===== src/rtl/chord_param_fifo_pkg.sv =====
// Shared defaults, pointer-width helper and status struct for the CHORD parametrised FIFO.
package chord_fifo_pkg;

  localparam int DEFAULT_DATA_W = 32;
  localparam int DEFAULT_DEPTH  = 16;

  // One extra bit beyond the address so full and empty differ at equal addresses.
  function automatic int ptr_w(input int depth);
    return $clog2(depth) + 1;
  endfunction

  typedef struct packed {
    logic empty;
    logic full;
    logic almost_full;
    logic almost_empty;
  } fifo_status_t;

endpackage


===== src/rtl/chord_param_fifo_if.sv =====
// Producer/consumer-facing signal bundle of the CHORD parametrised FIFO.
interface chord_param_fifo_if
  import chord_fifo_pkg::*;
#(
  parameter int DATA_W = DEFAULT_DATA_W,
  parameter int DEPTH  = DEFAULT_DEPTH
);
  localparam int PW = ptr_w(DEPTH);

  logic              wr_en;
  logic [DATA_W-1:0] wr_data;
  logic              rd_en;
  logic [DATA_W-1:0] rd_data;
  logic              empty;
  logic              full;
  logic              almost_full;
  logic              almost_empty;
  logic [PW-1:0]     level;
  logic              overflow;
  logic              underflow;
  logic              err_clr;
  logic              ovf_sticky;
  logic              udf_sticky;

  modport master (
    output wr_en, wr_data, rd_en, err_clr,
    input  rd_data, empty, full, almost_full, almost_empty, level,
           overflow, underflow, ovf_sticky, udf_sticky
  );

  modport slave (
    input  wr_en, wr_data, rd_en, err_clr,
    output rd_data, empty, full, almost_full, almost_empty, level,
           overflow, underflow, ovf_sticky, udf_sticky
  );

endinterface


===== src/rtl/chord_param_fifo_ptr.sv =====
// Wrapping FIFO pointer: increments by one on inc, rolls over modulo 2^PW.
module chord_fifo_ptr #(
  parameter int PW = 5
) (
  input  logic          clk,
  input  logic          reset,
  input  logic          inc,
  output logic [PW-1:0] ptr
);

  logic [PW-1:0] ptr_q;
  logic [PW-1:0] ptr_d;

  always_comb begin
    ptr_d = ptr_q;
    if (inc) ptr_d = ptr_q + PW'(1);
  end

  always_ff @(posedge clk or negedge reset) begin
    if (!reset) ptr_q <= '0;
    else        ptr_q <= ptr_d;
  end

  assign ptr = ptr_q;

endmodule


===== src/rtl/chord_param_fifo.sv =====
// First-word-fall-through FIFO with level/flags and overflow/underflow strobes.
// Optional sticky error flags are built when CHORD_FIFO_STICKY_ERR_EN is defined.
module chord_param_fifo
  import chord_fifo_pkg::*;
#(
  parameter int DATA_W   = DEFAULT_DATA_W,
  parameter int DEPTH    = DEFAULT_DEPTH,
  parameter int AF_LEVEL = 12,
  parameter int AE_LEVEL = 4
) (
  input logic               clk,
  input logic               reset,
  chord_param_fifo_if.slave fifo
);

  localparam int AW = $clog2(DEPTH);
  localparam int PW = ptr_w(DEPTH);
  localparam logic [PW-1:0] FULL_LVL = PW'(DEPTH);
  localparam logic [PW-1:0] AF_LVL   = PW'(AF_LEVEL);
  localparam logic [PW-1:0] AE_LVL   = PW'(AE_LEVEL);

  logic [PW-1:0]     wp;
  logic [PW-1:0]     rp;
  logic [PW-1:0]     level;
  fifo_status_t      status;
  logic              rd_acc;
  logic              wr_acc;
  logic [DATA_W-1:0] mem_q [DEPTH];
  logic [DATA_W-1:0] mem_d [DEPTH];
  logic              overflow_q;
  logic              overflow_d;
  logic              underflow_q;
  logic              underflow_d;

  always_comb begin
    level               = wp - rp;
    status.empty        = (level == '0);
    status.full         = (level == FULL_LVL);
    status.almost_full  = (level >= AF_LVL);
    status.almost_empty = (level <= AE_LVL);
  end

  // A pop frees a slot in the same cycle, so a full FIFO still takes a write alongside it.
  always_comb begin
    rd_acc      = fifo.rd_en && !status.empty;
    wr_acc      = fifo.wr_en && (!status.full || rd_acc);
    overflow_d  = fifo.wr_en && !wr_acc;
    underflow_d = fifo.rd_en && status.empty;
  end

  chord_fifo_ptr #(.PW(PW)) u_wp (
    .clk   (clk),
    .reset (reset),
    .inc   (wr_acc),
    .ptr   (wp)
  );

  chord_fifo_ptr #(.PW(PW)) u_rp (
    .clk   (clk),
    .reset (reset),
    .inc   (rd_acc),
    .ptr   (rp)
  );

  always_comb begin
    mem_d = mem_q;
    if (wr_acc) mem_d[wp[AW-1:0]] = fifo.wr_data;
  end

  // Storage is cleared on reset so the fall-through output reads zero afterwards.
  always_ff @(posedge clk or negedge reset) begin
    if (!reset) begin
      for (int i = 0; i < DEPTH; i++) mem_q[i] <= '0;
      overflow_q  <= 1'b0;
      underflow_q <= 1'b0;
    end else begin
      mem_q       <= mem_d;
      overflow_q  <= overflow_d;
      underflow_q <= underflow_d;
    end
  end

`ifdef CHORD_FIFO_STICKY_ERR_EN
  logic ovf_sticky_q;
  logic ovf_sticky_d;
  logic udf_sticky_q;
  logic udf_sticky_d;

  // A new event in the clearing cycle keeps the flag set.
  always_comb begin
    ovf_sticky_d = overflow_d  || (ovf_sticky_q && !fifo.err_clr);
    udf_sticky_d = underflow_d || (udf_sticky_q && !fifo.err_clr);
  end

  always_ff @(posedge clk or negedge reset) begin
    if (!reset) begin
      ovf_sticky_q <= 1'b0;
      udf_sticky_q <= 1'b0;
    end else begin
      ovf_sticky_q <= ovf_sticky_d;
      udf_sticky_q <= udf_sticky_d;
    end
  end

  assign fifo.ovf_sticky = ovf_sticky_q;
  assign fifo.udf_sticky = udf_sticky_q;
`else
  logic unused_err_clr;
  assign unused_err_clr  = fifo.err_clr;
  assign fifo.ovf_sticky = 1'b0;
  assign fifo.udf_sticky = 1'b0;
`endif

  assign fifo.rd_data      = mem_q[rp[AW-1:0]];
  assign fifo.empty        = status.empty;
  assign fifo.full         = status.full;
  assign fifo.almost_full  = status.almost_full;
  assign fifo.almost_empty = status.almost_empty;
  assign fifo.level        = level;
  assign fifo.overflow     = overflow_q;
  assign fifo.underflow    = underflow_q;

endmodule


===== src/flat_wrapper.sv =====
// flat-port wrapper written by rule: the top's interface ports become plain ports
module chord_param_fifo_flat import chord_fifo_pkg::*;
#(
  parameter int DATA_W   = DEFAULT_DATA_W,
  parameter int DEPTH    = DEFAULT_DEPTH,
  parameter int AF_LEVEL = 12,
  parameter int AE_LEVEL = 4
)
  (clk, reset, fifo_wr_en, fifo_wr_data, fifo_rd_en, fifo_err_clr, fifo_rd_data, fifo_empty, fifo_full, fifo_almost_full, fifo_almost_empty, fifo_level, fifo_overflow, fifo_underflow, fifo_ovf_sticky, fifo_udf_sticky);
  chord_param_fifo_if #(.DATA_W(DATA_W), .DEPTH(DEPTH)) fifo_i ();
  input logic clk;
  input logic reset;
  input wire logic [$bits(fifo_i.wr_en)-1:0] fifo_wr_en;
  input wire logic [$bits(fifo_i.wr_data)-1:0] fifo_wr_data;
  input wire logic [$bits(fifo_i.rd_en)-1:0] fifo_rd_en;
  input wire logic [$bits(fifo_i.err_clr)-1:0] fifo_err_clr;
  output wire logic [$bits(fifo_i.rd_data)-1:0] fifo_rd_data;
  output wire logic [$bits(fifo_i.empty)-1:0] fifo_empty;
  output wire logic [$bits(fifo_i.full)-1:0] fifo_full;
  output wire logic [$bits(fifo_i.almost_full)-1:0] fifo_almost_full;
  output wire logic [$bits(fifo_i.almost_empty)-1:0] fifo_almost_empty;
  output wire logic [$bits(fifo_i.level)-1:0] fifo_level;
  output wire logic [$bits(fifo_i.overflow)-1:0] fifo_overflow;
  output wire logic [$bits(fifo_i.underflow)-1:0] fifo_underflow;
  output wire logic [$bits(fifo_i.ovf_sticky)-1:0] fifo_ovf_sticky;
  output wire logic [$bits(fifo_i.udf_sticky)-1:0] fifo_udf_sticky;
  assign fifo_i.wr_en = fifo_wr_en;
  assign fifo_i.wr_data = fifo_wr_data;
  assign fifo_i.rd_en = fifo_rd_en;
  assign fifo_i.err_clr = fifo_err_clr;
  assign fifo_rd_data = fifo_i.rd_data;
  assign fifo_empty = fifo_i.empty;
  assign fifo_full = fifo_i.full;
  assign fifo_almost_full = fifo_i.almost_full;
  assign fifo_almost_empty = fifo_i.almost_empty;
  assign fifo_level = fifo_i.level;
  assign fifo_overflow = fifo_i.overflow;
  assign fifo_underflow = fifo_i.underflow;
  assign fifo_ovf_sticky = fifo_i.ovf_sticky;
  assign fifo_udf_sticky = fifo_i.udf_sticky;
  chord_param_fifo #(.DATA_W(DATA_W), .DEPTH(DEPTH), .AF_LEVEL(AF_LEVEL), .AE_LEVEL(AE_LEVEL)) u_core (.clk(clk), .reset(reset), .fifo(fifo_i));
endmodule

===== config.mk =====
export PLATFORM = sky130hd
export DESIGN_NAME = chord_param_fifo_flat
export DESIGN_NICKNAME = d
export VERILOG_FILES = /design/src/rtl/chord_param_fifo_pkg.sv /design/src/rtl/chord_param_fifo_if.sv /design/src/rtl/chord_param_fifo_ptr.sv /design/src/rtl/chord_param_fifo.sv /design/src/flat_wrapper.sv
export SDC_FILE = /design/constraint.sdc
export NUM_CORES = 1
export LEC_CHECK = 0
export ABC_AREA = 0
export BUFFER_PORTS_ARGS = -buffer_cell sky130_fd_sc_hd__buf_2
export CAP_MARGIN = 20
export CORE_MARGIN = 2
export CORE_UTILIZATION = 56
export CTS_CLUSTER_DIAMETER = 40
export DETAILED_ROUTE_END_ITERATION = 10
export PLACE_DENSITY = 0.74
export SYNTH_ARGS = -nofsm -noshare
export SYNTH_HDL_FRONTEND = slang
export SYNTH_HIERARCHICAL = 1
export SYNTH_SLANG_ARGS = --single-unit
export TNS_END_PERCENT = 5

===== constraint.sdc =====
create_clock -name clk -period 3.9 [get_ports clk]
set_input_delay 0.78 -clock clk [delete_from_list [all_inputs] [get_ports clk]]
set_output_delay 0.78 -clock clk [all_outputs]
set_load 0.005 [all_outputs]

# Yosys cells after proc, flatten, opt, wreduce, memory -nomap -nowiden
# Cells that the tools add are included.
dict set report totals {
  out_inout_bits 45
  regBits 524
  wordCells 47
  inputBits 37
}
dict set report op_classes {
  order_cmp 5
  n_eq_ne 1
  n_bitwise 2
  muxes 6
  reduce_logical 10
  addsub 3
}
# cell count
set op_table {}
lappend op_table {{512-bit bitwise mux} 1}
lappend op_table {{32-bit binary-select mux with 4-bit select} 1}
lappend op_table {{32-bit demux with 4-bit select} 1}
lappend op_table {{32-bit two-way mux} 3}
lappend op_table {{5-bit by 1-bit adder with 5-bit output (second input constant)} 2}
lappend op_table {{5-bit >= comparator (second input constant)} 2}
lappend op_table {{4-bit NOT with 5-bit output} 2}
lappend op_table {{5-bit == test (second input constant)} 1}
lappend op_table {{5-bit by 4-bit >= comparator with 1-bit output (second input constant)} 1}
lappend op_table {{5-bit by 3-bit less-or-equal comparator with 1-bit output (second input constant)} 1}
lappend op_table {{1-bit logical AND} 5}
lappend op_table {{5-bit logical NOT} 1}
lappend op_table {{5-bit by 1-bit < comparator with 1-bit output (second input constant)} 1}
lappend op_table {{5-bit subtractor} 1}
lappend op_table {{1-bit logical NOT} 3}
lappend op_table {{1-bit logical OR} 1}

# Longest topological paths before layout
# Gate-level depths: netlist of run 1.
dict set report logic_depth {
  word_depth 8
  ltp_mapped 12
  mapped_depth_nobuf 11
}

# Modules after synthesis
# The synthesis of run 1 kept the hierarchy.
# module area_each_um2 n_inst seq_area_each_um2 cells_each
set by_module_without_submodules {}
lappend by_module_without_submodules {chord_param_fifo 23297.3 1 12862.3 1479}
lappend by_module_without_submodules {chord_fifo_ptr 200.2 2 125.1 14}

# Worst setup path after synthesis of run 1
# OpenSTA, ideal clock, no wires.
dict set report synth_timing {
  path_kind {reg2reg}
  startpoint {reg u_core.u_rp.ptr_q[1] (netlist: u_core/u_rp/ptr[1])}
  endpoint {reg u_core.u_wp.ptr_q[1] (netlist: u_core/u_wp/ptr[1])}
  path_buffers 4
  stages_incl_launch_ff 12
  required_time_ns 3.775
  setup_ns 0.125
  period_less_slack_ns 3.631
  setup_slack_ns 0.269
  arrival_time_ns 3.506
  path_cell_list {dfrtp_1 -> clkbuf_1 -> clkbuf_1 -> inv_1 -> fa_1 -> xor2_2 -> and4b_1 -> o2111ai_2 -> buf_2 -> buf_2 -> and2_1 -> mux2_2}
}
dict set report synth_between {
  elab_chain_len 6
  elab_cells_between_ends 8
  classes_between {add/sub (1); eq/ne (1); reduce/logical (6)}
}
# element line
set synth_rtl {}
lappend synth_rtl {{start, declared} chord_param_fifo_ptr.sv:11} ;# logic [PW-1:0] ptr_q;
lappend synth_rtl {{start signal, assigned} chord_param_fifo_ptr.sv:21} ;# else ptr_q <= ptr_d;
lappend synth_rtl {{5-bit subtractor (*)} chord_param_fifo.sv:36} ;# level = wp - rp;
lappend synth_rtl {{via fifo_level[2]} flat_wrapper.sv:22} ;# output wire logic [$bits(fifo_i.level)-1:0] fifo_level;
lappend synth_rtl {{5-bit logical NOT} chord_param_fifo.sv:37} ;# status.empty = (level == '0);
lappend synth_rtl {{1-bit logical NOT} chord_param_fifo.sv:45} ;# rd_acc = fifo.rd_en && !status.empty;
lappend synth_rtl {{1-bit logical AND} chord_param_fifo.sv:45}
lappend synth_rtl {{1-bit logical OR (*)} chord_param_fifo.sv:46} ;# wr_acc = fifo.wr_en && (!status.full || rd_acc);
lappend synth_rtl {{1-bit logical AND (*)} chord_param_fifo.sv:46}
lappend synth_rtl {{via u_core.wr_acc} chord_param_fifo.sv:27} ;# logic wr_acc;
lappend synth_rtl {{end signal, assigned} chord_param_fifo_ptr.sv:21}
lappend synth_rtl {{end, declared} chord_param_fifo_ptr.sv:11}
# The timed path passes the listed nets; every way through them passes the cells marked *.
# A chain may end at the register's enable or synchronous reset.

# Worst setup path in the final report of run 1
dict set report layout_timing {
  startpoint {reg u_core.u_wp.ptr_q[0] (netlist: u_core/u_wp/ptr[0])}
  endpoint {out fifo_empty}
}
dict set report layout_between {
  elab_chain_len 2
}
# element line
set layout_rtl {}
lappend layout_rtl {{5-bit subtractor} chord_param_fifo.sv:36}
lappend layout_rtl {{5-bit logical NOT} chord_param_fifo.sv:37}
lappend layout_rtl {{end, declared} flat_wrapper.sv:18} ;# output wire logic [$bits(fifo_i.empty)-1:0] fifo_empty;
# Every way passes these cells.

==> flow_metrics.tcl, run 1 <==
set metrics [dict create \
    final_util 0.646 \
    clkTransAtPathRegs_ps 60 \
    place_inst 2026 \
    cts-root-buf "clkbuf_16" \
    io_pins 82 \
    top_layer "met4" \
    hold_path_class "in2async" \
    grt_usage 0.276 \
    drtPass1Iterations 5 \
    die_w_um 210 \
    synth.area.top_cells "dfrtp_1 (55%), mux4_2 (15%), mux2_2 (11%), a22o_1 (4.7%), o2bb2ai_1 (4.7%)" \
    required_ps 3120 \
    dpl_cell_area_um2 24600 \
    async_flop_share 1.00 \
    drv_slew 0 \
    ant_nets 0 \
    cts_buffer_depth 3 \
    peakVddDrop_uv 1140 \
    reg2reg_from "u_core/u_wp/ptr[0]" \
    drive_gt1_frac 0.414 \
    syn-cell-area_um2 23700 \
    wl_met3_um 3920 \
    yosysMostFrequentCell "dfrtp_1" \
    start_kind "flip-flop" \
    clock-sinks 524 \
    antenna_found_initial 0 \
    wl_um 58100 \
    fin_cells 2144 \
    clock.fmax_ghz 0.267 \
    tritoncts "done" \
    cp-endpoint "fifo_empty" \
    syn_inst 1507 \
    grt_setup_unrepaired "false" \
    drc 0 \
    setup.worst_path.end_class "primary output" \
    yosysTopAreaCell "dfrtp_1" \
    setup_tns_ps 0 \
    clock-skew-final_ps 16.7 \
    wirelength_met1_um 24500 \
    stdcell_area_um2 27000 \
    cap_violations 0 \
    die_y_um 210 \
    nets 1601 \
    hold_buffers 0 \
    gp_congestion 0.829 \
    powerDensity_nw_per_um2 967 \
    tightest_slew_ps 984 \
    dieArea_um2 44000 \
    synth-main-ff-cell "dfrtp_1" \
    area_delta_synth_final_pct 14.0 \
    ys_warn_count 6 \
    hold_violations 0 \
    vias_per_cell 6.68 \
    period_needed_ps 3750 \
    slew_headroom 0.342 \
    rr_worst_depth 11 \
    worst_slack_ps 149 \
    grt_pass1_vias 15500 \
    synth-seq-cells 524 \
    post-place-ws_ps 268 \
    path_class "reg2out" \
    rrSetupSlack_ps 270 \
    initial_core_util 0.566 \
    rows 75 \
    cts_made_buffers 68 \
    r2r-end "u_core/mem_q[285]" \
    drt_iter0_drc 973 \
    grt_pass1_wl_um 92500 \
    period_share 0.962 \
    synth_top_area_frac 0.553 \
    diodes 0 \
    setup_viol 0 \
    cts_setup_buffers 0 \
    yosys-top-cells-count "dfrtp_1 (524), mux2_2 (233), mux4_2 (160)" \
    port_buffers 78 \
    synth_enable_flop_cells 0 \
    grt_overflow 0 \
    synthDistinctLibCells 39 \
    crit_fanout 7 \
    wl_met2_um 27900 \
    routedWlPerCell_um 27.1 \
    clock_latency_ps 580 \
    avgSynthCellArea_um2 15.7 \
    crit_arrival_ps 2970 \
    fp.coreArea_um2 41900 \
    via_count 14300 \
    grt_max_degree 132 \
    yosysSeqAreaShare 0.553 \
    htree_levels 3 \
    leakage_uw 0.0118 \
    crit_start "u_core/u_wp/ptr[0]" \
    status "finished, final reports clean" \
    hpwlAfterDp_um 34000 \
]
[cells by family after synthesis]
family	share of synthesized area
AOI/OAI and AO/OA	0.0980
buffers and inverters	0.0356
xor gates and xnor gates	0.00438
and+or+nand+nor	0.0298
muxes	0.275
other	0.000158
adders and majority gates	0.00401
DFF	0.553
[critical path: stages, from the launching register on]
cell	delay [ps]
dfrtp_1	470
inv_2	180
ha_1	180
inv_1	50
fa_1	420
nand3_1	120
nand3_1	160
and2_1	270
nor4_2	350
buf_2	190
[power by group]
part           internal (µW)  switching (µW)
Sequential              8010            1360
Clock                   4140            2400
Combinational           5590            4630
[final cells by class]
| type | count | area [µm²] |
|---|---|---|
| Fill cell | 2903 | 14800 |
| Sequential cell | 524 | 13100 |
| Multi-Input combinational cell | 815 | 9800 |
| Clock buffer | 86 | 1900 |
| Timing Repair Buffer | 139 | 1020 |
| Tap cell | 539 | 674 |
| Clock inverter | 32 | 480 |
| Inverter | 9 | 33.8 |
[placed cells by master, fill, tap and decap left out, types with 2 or more instances in the layout]
master and instances:
clkbuf_16 71, a22o_1 128, a21oi_1 2, mux4_2 160, nand3_1 45, and3_1 34, nor2_2 2, clkinvlp_4 5
inv_2 2, inv_8 2, nand2b_1 2, clkinv_2 7, o2bb2ai_1 128, mux2_1 25, nor3_4 8, inv_6 6
clkbuf_8 7, buf_2 77, xnor2_1 7, and2_1 4, dfrtp_4 2, buf_4 49, conb_1 2, a21o_1 2
clkbuf_1 8, ha_1 6, xor2_1 3, nand4_1 4, clkinv_8 2, nand2_1 5, buf_12 11, dfrtp_1 521
mux2_2 233, bufinv_16 10, inv_1 7
[registers in the layout, indices dropped and copies added, names as in the netlist]
register and count:
u_core/u_wp/ptr 5, u_core/mem_q 512, u_core/fifo.overflow 1, u_core/u_rp/ptr 5
u_core/fifo.underflow 1
[through the flow]
stage	hold WS (ps)	power, µW
3_5_place_dp	468	19500
4_1_cts	200	26200
3_3_place_gp	463	19200
2_1_floorplan	451	16400
5_1_grt	211	27400
6_report	181	26100
[routing by layer]
metal,vias up,track usage
met5,-,0
met4,0,0.0995
met3,111,0.0504
met2,521,0.432
met1,7751,0.395
li1,5943,-
[repair_timing]
item	CTS	global route
gates resized for setup	2	2
endpoints found under the setup margin	2	4
pin swaps	0	1
hold endpoints to repair	0	0
[worst min path at each step]
stage	to	slack, ps	cells after the start
2_1_floorplan	u_core/mem_q[416]	450	1
3_3_place_gp	u_core/mem_q[43]	460	1
3_5_place_dp	u_core/mem_q[430]	470	1
4_1_cts	u_core/mem_q[447]	200	1
5_1_grt	u_core/mem_q[447]	210	1
6_report	u_core/mem_q[447]	180	1
(Power assumes the default switching activity.)
==> run 2: changes to the inputs <==
==> constraint.sdc (replaced) <==
create_clock -name clk -period 3.9 [get_ports clk]
set_input_delay 0.78 -clock clk [delete_from_list [all_inputs] [get_ports clk]]
set_output_delay 0.78 -clock clk [all_outputs]
set_load 0.05 [all_outputs]
==> flow_metrics.tcl, run 2 (synthesized netlist as in run 1, its figures left out) <==
set metrics [dict create \
    crit_fanout 7 \
    clock.fmax_ghz 0.265 \
    p_int_uw 18000 \
    grt_pass1_vias 15900 \
    hold_path_class "in2async" \
    final_util 0.651 \
    period_share 0.967 \
    multiInputGateArea_um2 9850 \
    power.share.combinational 0.434 \
    r2r-end "u_core/mem_q[337]" \
    cts_made_buffers 74 \
    nets 1610 \
    cts_buffer_depth 3 \
    regMostFlops "u_core/mem_q" \
    grt_setup_unrepaired "false" \
    clock_latency_ps 590 \
    setup.worst_path.end_class "primary output" \
    antenna_found_initial 0 \
    initial_core_util 0.566 \
    drv_slew 0 \
    cp-endpoint "fifo_almost_empty" \
    status "finished, final reports clean" \
    grt_max_degree 132 \
    regArea_um2 13100 \
    drive_gt1_frac 0.423 \
    routedWlPerCell_um 27.2 \
    drtPass1Iterations 5 \
    htree_levels 3 \
    port_buffers 78 \
    grt_use_met1 0.392 \
    pwr-share-clk 0.238 \
    pwr-share-seq 0.329 \
    layout_common_cells "dfrtp_1 (520), mux2_2 (233), mux4_2 (160)" \
    clock-sinks 524 \
    fp.coreArea_um2 41900 \
    required_ps 3120 \
    grt_use_met2 0.434 \
    reg2reg_from "u_core/u_wp/ptr[0]" \
    rows 75 \
    clkTransAtPathRegs_ps 50 \
    ant_nets 0 \
    grt_usage 0.279 \
    slew_headroom 0.335 \
    rrSetupSlack_ps 230 \
    io_pins 82 \
    gp_congestion 0.789 \
    cts_setup_buffers 0 \
    tritoncts "done" \
    drc 0 \
    finalPower_uw 28600 \
    rr_worst_depth 11 \
    setup_tns_ps 0 \
    via_count 14700 \
    area_delta_synth_final_pct 14.9 \
    grt_overflow 0 \
    clock-skew-final_ps 25.7 \
    tightest_slew_ps 995 \
    dieArea_um2 44000 \
    peakVddDrop_uv 856 \
    drt_iter0_drc 1210 \
    start_kind "flip-flop" \
    diodes 0 \
    vias_per_cell 6.79 \
    period_needed_ps 3770 \
    setup_viol 0 \
    grt_pass1_wl_um 94000 \
    leakage_uw 0.0119 \
    die_y_um 210 \
    cts-root-buf "clkbuf_16" \
    n_fill_cell 2864 \
    largest_reg_flops 512 \
    grt_util_met3 0.0639 \
    hpwlAfterDp_um 34200 \
    p_switching_uw 10600 \
    hold_slack_ps 255 \
    post-place-ws_ps 123 \
    crit_arrival_ps 2990 \
    die_w_um 210 \
    path_class "reg2out" \
    crit_start "u_core/u_wp/ptr[0]" \
    top_usage_layer "met2" \
    wl_um 58700 \
    worst_slack_ps 130 \
    final_common_cell "dfrtp_1" \
    hold_violations 0 \
    cap_violations 0 \
    switching_share 0.371 \
    powerDensity_nw_per_um2 1050 \
]
[run 2: cell types whose count changed in the layout (fill, tap and decap cells not counted), sizes merged]
cell	delta
inv	-1
bufinv	-2
buf	+2
clkbuf	+12
clkinv	+5
[run 2: routing by layer]
metal | share of wire | up-vias
li1 | - | 5993
met1 | 0.42 | 7930
met2 | 0.47 | 643
met3 | 0.080 | 110
met4 | 0.028 | 0
met5 | 0 | -
[run 2: how the worst min path moves through the flow]
stage                        end  slack (ps)
2_1_floorplan  u_core/mem_q[416]         450
3_3_place_gp    u_core/mem_q[33]         460
3_5_place_dp   u_core/mem_q[500]         470
4_1_cts        u_core/mem_q[382]         270
5_1_grt        u_core/mem_q[382]         310
6_report        u_core/mem_q[32]         250
[run 2: layout make-up]
type	instances	area share
repair buffers	142	0.0374
multi-input cells	815	0.362
inverters	9	0.00124
well taps	539	0.0248
clock buffers	97	0.0768
flip-flops and latches	524	0.482
clock inverters	34	0.0160
[run 2: through the flow]
stage | area (µm²) | instances
floorplan | 23700 | 1508
global placement | 24700 | 2029
detailed placement | 24700 | 2029
global route | 27200 | 2160
finish | 27200 | 2160
CTS | 27200 | 2160
[run 2: repair_timing]
item / in CTS / in global routing
endpoints found under the setup margin: 3 / 5
hold buffers: 0 / 0
resized for setup: 5 / 4
pin swaps: 1 / 0
[run 2: critical path, cell delays in order, from the launching register on]
cell,delay (ps)
dfrtp_2,470
inv_2,150
ha_1,180
inv_1,60
fa_1,460
nand3_1,130
nand3_1,180
and2_2,320
a211oi_4,200
clkbuf_4,250
[run 2: power by group through the flow]
stage | combinational, µW | sequential, µW | clock (µW)
after floorplan | 9730 | 8940 | 0
after global placement | 12100 | 9220 | 0
after detailed placement | 12300 | 9390 | 0
after CTS | 12400 | 9380 | 6890
after global routing | 13100 | 9700 | 7140
final | 12400 | 9410 | 6800
